### src/rtl/rf_black_widow_load_return_pkg.sv
// rtl/rf_black_widow_load_return_pkg.sv - shared types and constants for the load-return tracker
package rfBlackWidowPkg;

    // Memory response payload width and type
    localparam int VALUE_W = 80;
    typedef logic [VALUE_W-1:0] Value;

    // Load tag width as seen by the ALU
    localparam int TID_W = 8;

    // Default number of tag table entries
    localparam int NTAGS_DEFAULT = 16;

    // Per-entry lifecycle: free, waiting for memory, data held for LDCHK
    typedef enum logic [1:0] {
        LR_FREE = 2'd0,
        LR_PEND = 2'd1,
        LR_DONE = 2'd2
    } LrState;

endpackage

### src/rtl/rf_black_widow_lr_entry.sv
// rtl/rf_black_widow_lr_entry.sv - one tag table entry: state, captured data and error bit
module rf_black_widow_lr_entry
    import rfBlackWidowPkg::*;
(
    input  logic   clk_i,
    input  logic   rst_ni,
    input  logic   flush_i,
    input  logic   alloc_i,
    input  logic   rsp_cap_i,
    input  Value   rsp_dat_i,
    input  logic   rsp_err_i,
    input  logic   consume_i,
    output LrState state_o,
    output Value   dat_o,
    output logic   err_o
);

    LrState r_state;
    Value   r_dat;
    logic   r_err;

    // Entry lifecycle; flush beats everything, and a consume beats a same-cycle
    // capture so the bypass path goes PEND -> FREE without visiting DONE
    always_ff @(posedge clk_i or negedge rst_ni) begin
        if (!rst_ni) begin
            r_state <= LR_FREE;
            r_dat   <= '0;
            r_err   <= 1'b0;
        end else if (flush_i) begin
            r_state <= LR_FREE;
        end else if (consume_i) begin
            r_state <= LR_FREE;
        end else if (alloc_i) begin
            r_state <= LR_PEND;
        end else if (rsp_cap_i) begin
            r_state <= LR_DONE;
            r_dat   <= rsp_dat_i;
            r_err   <= rsp_err_i;
        end
    end

    assign state_o = r_state;
    assign dat_o   = r_dat;
    assign err_o   = r_err;

endmodule

### src/rtl/rf_black_widow_load_return.sv
// rtl/rf_black_widow_load_return.sv - load tag allocator, response capture and LDCHK return path
module rf_black_widow_load_return
    import rfBlackWidowPkg::*;
#(
    parameter int NTAGS = NTAGS_DEFAULT
) (
    input  logic             clk_i,
    input  logic             rst_ni,
    input  logic             alloc_req_i,
    output logic             alloc_gnt_o,
    output logic [TID_W-1:0] alloc_tid_o,
    input  logic             rsp_v_i,
    input  logic [TID_W-1:0] rsp_tid_i,
    input  Value             rsp_dat_i,
    input  logic             rsp_err_i,
    input  logic             chk_v_i,
    input  logic [TID_W-1:0] chk_tid_i,
    output logic             chk_rdy_o,
    output Value             chk_dat_o,
    output logic             chk_err_o,
    input  logic             flush_i,
    output logic             stray_o,
    output logic [8:0]       pend_cnt_o
);

    localparam int IDXW = $clog2(NTAGS);

    logic [IDXW-1:0] r_ptr;
    logic            r_stray;
    logic [8:0]      r_pend_cnt;

    LrState          w_state [NTAGS];
    Value            w_dat   [NTAGS];
    logic            w_err   [NTAGS];

    logic [IDXW-1:0] w_rsp_idx;
    logic [IDXW-1:0] w_chk_idx;
    logic            w_rsp_ok;
    logic            w_rsp_hit;
    logic            w_chk_ok;
    logic            w_chk_done;
    logic            w_chk_byp;
    logic            w_gnt;
    logic            w_rdy;

    assign w_rsp_idx = rsp_tid_i[IDXW-1:0];
    assign w_chk_idx = chk_tid_i[IDXW-1:0];

    // A tag with any bit above the index range can never name a live entry
    assign w_rsp_ok  = rsp_v_i & ((rsp_tid_i >> IDXW) == 8'd0);
    assign w_rsp_hit = w_rsp_ok & (w_state[w_rsp_idx] == LR_PEND) & ~flush_i;

    assign w_chk_ok   = chk_v_i & ((chk_tid_i >> IDXW) == 8'd0) & ~flush_i;
    assign w_chk_done = w_state[w_chk_idx] == LR_DONE;
    assign w_chk_byp  = (w_state[w_chk_idx] == LR_PEND) & w_rsp_ok & (rsp_tid_i == chk_tid_i);
    assign w_rdy      = w_chk_ok & (w_chk_done | w_chk_byp);

    // In-order allocation: only the head of the ring may be granted
    assign w_gnt = alloc_req_i & (w_state[r_ptr] == LR_FREE) & ~flush_i;

    for (genvar g = 0; g < NTAGS; g++) begin : g_entry
        rf_black_widow_lr_entry u_entry (
            .clk_i     (clk_i),
            .rst_ni    (rst_ni),
            .flush_i   (flush_i),
            .alloc_i   (w_gnt & (r_ptr == IDXW'(g))),
            .rsp_cap_i (w_rsp_hit & (w_rsp_idx == IDXW'(g))),
            .rsp_dat_i (rsp_dat_i),
            .rsp_err_i (rsp_err_i),
            .consume_i (w_rdy & (w_chk_idx == IDXW'(g))),
            .state_o   (w_state[g]),
            .dat_o     (w_dat[g]),
            .err_o     (w_err[g])
        );
    end

    assign alloc_gnt_o = w_gnt;
    assign alloc_tid_o = TID_W'(r_ptr);
    assign chk_rdy_o   = w_rdy;

    // Return mux: stored entry when DONE, live response on bypass, zero otherwise
    always_comb begin
        chk_dat_o = '0;
        chk_err_o = 1'b0;
        if (w_rdy) begin
            if (w_chk_done) begin
                chk_dat_o = w_dat[w_chk_idx];
                chk_err_o = w_err[w_chk_idx];
            end else begin
                chk_dat_o = rsp_dat_i;
                chk_err_o = rsp_err_i;
            end
        end
    end

    // Ring pointer advances only on grant; flush leaves it where it is
    always_ff @(posedge clk_i or negedge rst_ni) begin
        if (!rst_ni) begin
            r_ptr <= '0;
        end else if (w_gnt) begin
            r_ptr <= r_ptr + 1'b1;
        end
    end

    // Stray pulse for responses that found no pending entry (suppressed during flush)
    always_ff @(posedge clk_i or negedge rst_ni) begin
        if (!rst_ni) begin
            r_stray <= 1'b0;
        end else begin
            r_stray <= rsp_v_i & ~flush_i & ~w_rsp_hit;
        end
    end

    // Count of non-free entries: +1 per grant, -1 per consume
    always_ff @(posedge clk_i or negedge rst_ni) begin
        if (!rst_ni) begin
            r_pend_cnt <= '0;
        end else if (flush_i) begin
            r_pend_cnt <= '0;
        end else if (w_gnt && !w_rdy) begin
            r_pend_cnt <= r_pend_cnt + 9'd1;
        end else if (w_rdy && !w_gnt) begin
            r_pend_cnt <= r_pend_cnt - 9'd1;
        end
    end

    assign stray_o    = r_stray;
    assign pend_cnt_o = r_pend_cnt;

endmodule

### config.mk
export PLATFORM = sky130hd
export DESIGN_NAME = rf_black_widow_load_return
export DESIGN_NICKNAME = d
export VERILOG_FILES = /design/src/rtl/rf_black_widow_load_return_pkg.sv /design/src/rtl/rf_black_widow_lr_entry.sv /design/src/rtl/rf_black_widow_load_return.sv
export SDC_FILE = /design/constraint.sdc
export NUM_CORES = 2
export LEC_CHECK = 0
export ABC_AREA = 1
export BUFFER_PORTS_ARGS = -buffer_cell sky130_fd_sc_hd__buf_2
export CAP_MARGIN = 15
export CORE_MARGIN = 2
export CORE_UTILIZATION = 60
export DETAILED_ROUTE_END_ITERATION = 16
export GPL_ROUTABILITY_DRIVEN = 0
export PLACE_DENSITY = 0.77
export RECOVER_POWER = 100
export SYNTH_ARGS = -nofsm -noshare
export SYNTH_HDL_FRONTEND = slang
export SYNTH_SLANG_ARGS = --single-unit
### constraint.sdc
create_clock -name clk_i -period 9.2 [get_ports clk_i]
set_input_delay 1.84 -clock clk_i [delete_from_list [all_inputs] [get_ports clk_i]]
set_output_delay 1.84 -clock clk_i [all_outputs]
set_load 0.01 [all_outputs]
==> metrics.md <==
| Metric | Value |
|---|---|
| Synth Register Bits | around 1300 |
| Class of the tightest hold or removal check | flop to flop |
| Pins Over Slew Limit | about 2000 |
| Worst-path clk slew | roughly 0.06 ns |
| Area of the core | 97000 sq um |
| Part of the Yosys area used for sequential elements | 0.570 |
| Largest net degree at the start of global routing | around 170 |
| Port buffer count | between 150 and 200 |
| # placed instances | ~7500 |
| Violations in the final reports | capacitance limit, slew limit |
| Number of hold-slack violations in the final timing report | 0 |
| Simple-gate share of the synthesized area | 0.152 |
| Standard-cell row count | 114 |
| Synthesis-to-layout area growth | 7.96% |
| Total power consumption of the routed design | around 13 mW |
| Quantity of gates resized following cts | 0 |
| Antenna violations before repair | 7 |
| Filler cell count | 7847 |
| Worst-skew pair later-pin latency | approximately 0.76 ns |
| Worst Setup Slack, final | ~1.2 ns |
| Nature of the critical path endpoint | flop |
| Maximum capacitance violations | 29 |
| Final std cells w/o fill | ~7700 |
| Arrival time reported for the critical path endpoint | approximately 8.6 ns |
| Number of setup buffers added after CTS | 0 |
| Starting DRC count in detailed routing | approximately 7100 |
| Critical path start-end classification | input port to flop |
| Mean instance size in the synthesized netlist | ~9 sq um |
| Antenna Violating Nets Remaining | 0 |
| Count of unique library cells instantiated by Yosys | 35 |
| Min-Delay Startpoint | g_entry[11].u_entry.dat_o[30] |
| Leading cell type in the layout, fill and taps excluded | sky130_fd_sc_hd__nand2_1 |
| Maximum clock frequency | around 0.12 GHz |
| Clk_skew | 0.0204 ns |
| CP Max Fanout | 63 |
| Depth of the most critical reg-to-reg path | 17 |
| Fraction of layout cells with a size suffix above 1 | 0.0641 |
| Origin of the worst setup path | flush_i |
| First-pass DRT Iterations | 8 |
| Time the worst path needs with I/O delays and setup | approximately 8.0 ns |
| Total standard cell area after synthesis | slightly below 60000 sq um |
| Count of mapped cells out of synthesis | approximately 6500 |
| Sum of negative setup slack | 0 ns |
| Bufs on Longest Clock Path | 3 |
| Hold Path End | g_entry[11].u_entry.dat_o[30] |
| Pwr Density | between 200 and 250 nW/um^2 |
| Area share of fa/ha/maj cells after synthesis | 0.00289 |
| Setup repair after global routing missed its margin | false |
| Root Buffer | sky130_fd_sc_hd__clkbuf_16 |
| Endpoint of the worst register-to-register path | g_entry[11].u_entry.err_o |
| Combined global-route utilization of all metal layers | 0.368 |
| DRC Markers | 0 |
| Standby leakage power | slightly below 30 nW |
| Area taken by multi-input logic gates | about 22000 sq um |
| Count of H-tree levels built during CTS | 4 |
| Clock sinks | 1342 |
| DP Worst Slack | 2.35 ns |
| Xor and xnor area share after synthesis | 0.00238 |
| Outcome | complete, but fails checks |
| Die width | ~320 microns |
| Final global-route overflow total | 0 |
| Total of endpoints with negative setup slack in the final report | 0 |
| Count of yosys warnings during synthesis | 0 |
| Initial standard-cell utilization of the core | 0.607 |
| Reg area | roughly 34000 sq um |
| Vias/cell | 6.60 |
| Die Footprint | between 100000 and 150000 sq um |
| Top Ports | 204 |
| Top library cells by usage in the layout, fill and taps aside | sky130_fd_sc_hd__nand2_1, sky130_fd_sc_hd__o21ai_0, sky130_fd_sc_hd__dfrtp_1 |
| Routed Wire Length | between 150000 and 200000 microns |
| Number of buffers inserted for hold repair after clock tree synthesis | 0 |
| Reg2Reg Setup Slack | approximately 2.6 ns |
| Number of global-route vias before repair | between 40000 and 50000 |
| Number of buffers added by the clock tree synthesis step | roughly 140 |
| Worst Hold Path Cells | 2 |
| TritonCTS clock tree | built |
| Beginning of the worst register-to-register path | g_entry[7].u_entry.state_o[1] |
| Crit path required time | 9.79 ns |
| Relative slew slack | -1.93 |
| Nets@finish | around 6500 |
| Total half-perimeter wirelength after legalization and detailed placement | 94700 microns |
| Transition time at the pin with the least slew margin | around 4.4 ns |
| Critical Path Source Type | input port |
| Routed length per placed instance | 24.0 microns |
| Total vias in the final route | 51095 |
| Global-route wire length before repair | about 280000 microns |
| Final cycle utilization of the critical path | 0.870 |
| Fraction of synthesized area in multiplexers | 0 |
| Dominant combinational cell family by area after synthesis | compound AO/OA/AOI/OAI gates |
| Worst voltage drop across the vdd grid | between 0.0001 and 0.00015 V |
| Die span in y | ~320 microns |
| Synthesized-area fraction occupied by ao, oa, aoi and oai cells | 0.210 |
-- where the power goes --
group | switching [mW] | internal, mW | total, mW
logic | 0.788 | 0.299 | 1.09
registers | 0.0649 | 5.95 | 6.02
clock network | 2.39 | 3.24 | 5.63
total | 3.24 | 9.49 | 12.7
-- worst max-delay path, cell delays in order --
cell and delay (ns):
sky130_fd_sc_hd__clkbuf_1 0.29, sky130_fd_sc_hd__inv_1 0.25, sky130_fd_sc_hd__clkbuf_1 0.97, sky130_fd_sc_hd__nand3_1 0.15, sky130_fd_sc_hd__nor2_1 0.42, sky130_fd_sc_hd__nand3_1 0.28
sky130_fd_sc_hd__nor2_1 0.26, sky130_fd_sc_hd__nand3_1 2.50, sky130_fd_sc_hd__buf_4 1.32, sky130_fd_sc_hd__nand2_1 0.15, sky130_fd_sc_hd__o21ai_0 0.09
-- cell usage after synthesis, drive strengths merged --
master / number / area, sq um
conb: 1 / 3.75
nand3: 43 / 305
nor2: 142 / 583
nor3: 10 / 50.1
a211oi: 81 / 608
o21ai: 1487 / 7440
o211a: 7 / 70.1
nand2: 1703 / 6400
a21oi: 17 / 85.1
and3: 1 / 6.26
buf: 205 / 1610
dfrtp: 1342 / 33600
o22ai: 648 / 4050
o31ai: 2 / 15.0
xnor2: 10 / 87.6
nand4: 249 / 1560
xor2: 6 / 52.6
nand3b: 1 / 20.0
a22oi: 13 / 97.6
a21o: 3 / 22.5
clkbuf: 397 / 1490
ha: 12 / 150
fa: 1 / 20.0
inv: 153 / 574
clkinv: 1 / 3.75
-- worst max path at each step --
stage                                          to  slack (ns)  depth (start not counted)
finish               g_entry[0].u_entry.dat_o[78]        1.20                         11
detailed placement                  chk_dat_o[57]        2.35                         14
floorplan                           chk_dat_o[61]        3.85                          9
global route        g_entry[11].u_entry.dat_o[11]        1.02                         19
CTS                                 chk_dat_o[57]        2.31                         14
global placement                    chk_dat_o[79]        2.37                          9
-- layer usage --
layer	track usage	part of all wire
met1	0.515	0.38
met2	0.552	0.45
met3	0.0890	0.13
met4	0.159	0.045
met5	0	0.00092
-- state kept, by name, summed over array words and instances (netlist names) --
register	flops
g_entry.u_entry.dat_o	1280
pend_cnt_o	9
r_ptr	4
stray_o	1
g_entry.u_entry.err_o	16
g_entry.u_entry.state_o	32
-- cell families (layout without fill, tap and decap cells) --
logic type / count (synthesis) / after routing
other: 1 / 8
xor gates and xnor gates: 16 / 16
buffers and inverters: 756 / 675
adders and majority gates: 13 / 13
DFF: 1342 / 1342
AOI/OAI and AO/OA: 2258 / 2258
and+or+nand+nor: 2149 / 2149
-- cell type report --
class,count,area share
multi-input combinational,4440,0.341
timing repair buffer,275,0.0245
clock buffer,205,0.0632
sequential,1342,0.528
tap,1276,0.0251
antenna,4,0.000157
inverter,154,0.00956
clock inverter,41,0.00819
-- metrics by stage --
| step | instance area [sq um] | util | hold WS, ns |
|---|---|---|---|
| floorplan | 58900 | - | 0.442 |
| global placement | 59400 | 0.613 | 0.453 |
| detailed placement | 59400 | 0.613 | 0.459 |
| CTS | 64000 | 0.659 | 0.473 |
| global route | 63600 | 0.655 | 0.484 |
| finish | 63600 | 0.655 | 0.471 |
No activity file was read; power rests on OpenSTA's default activity.
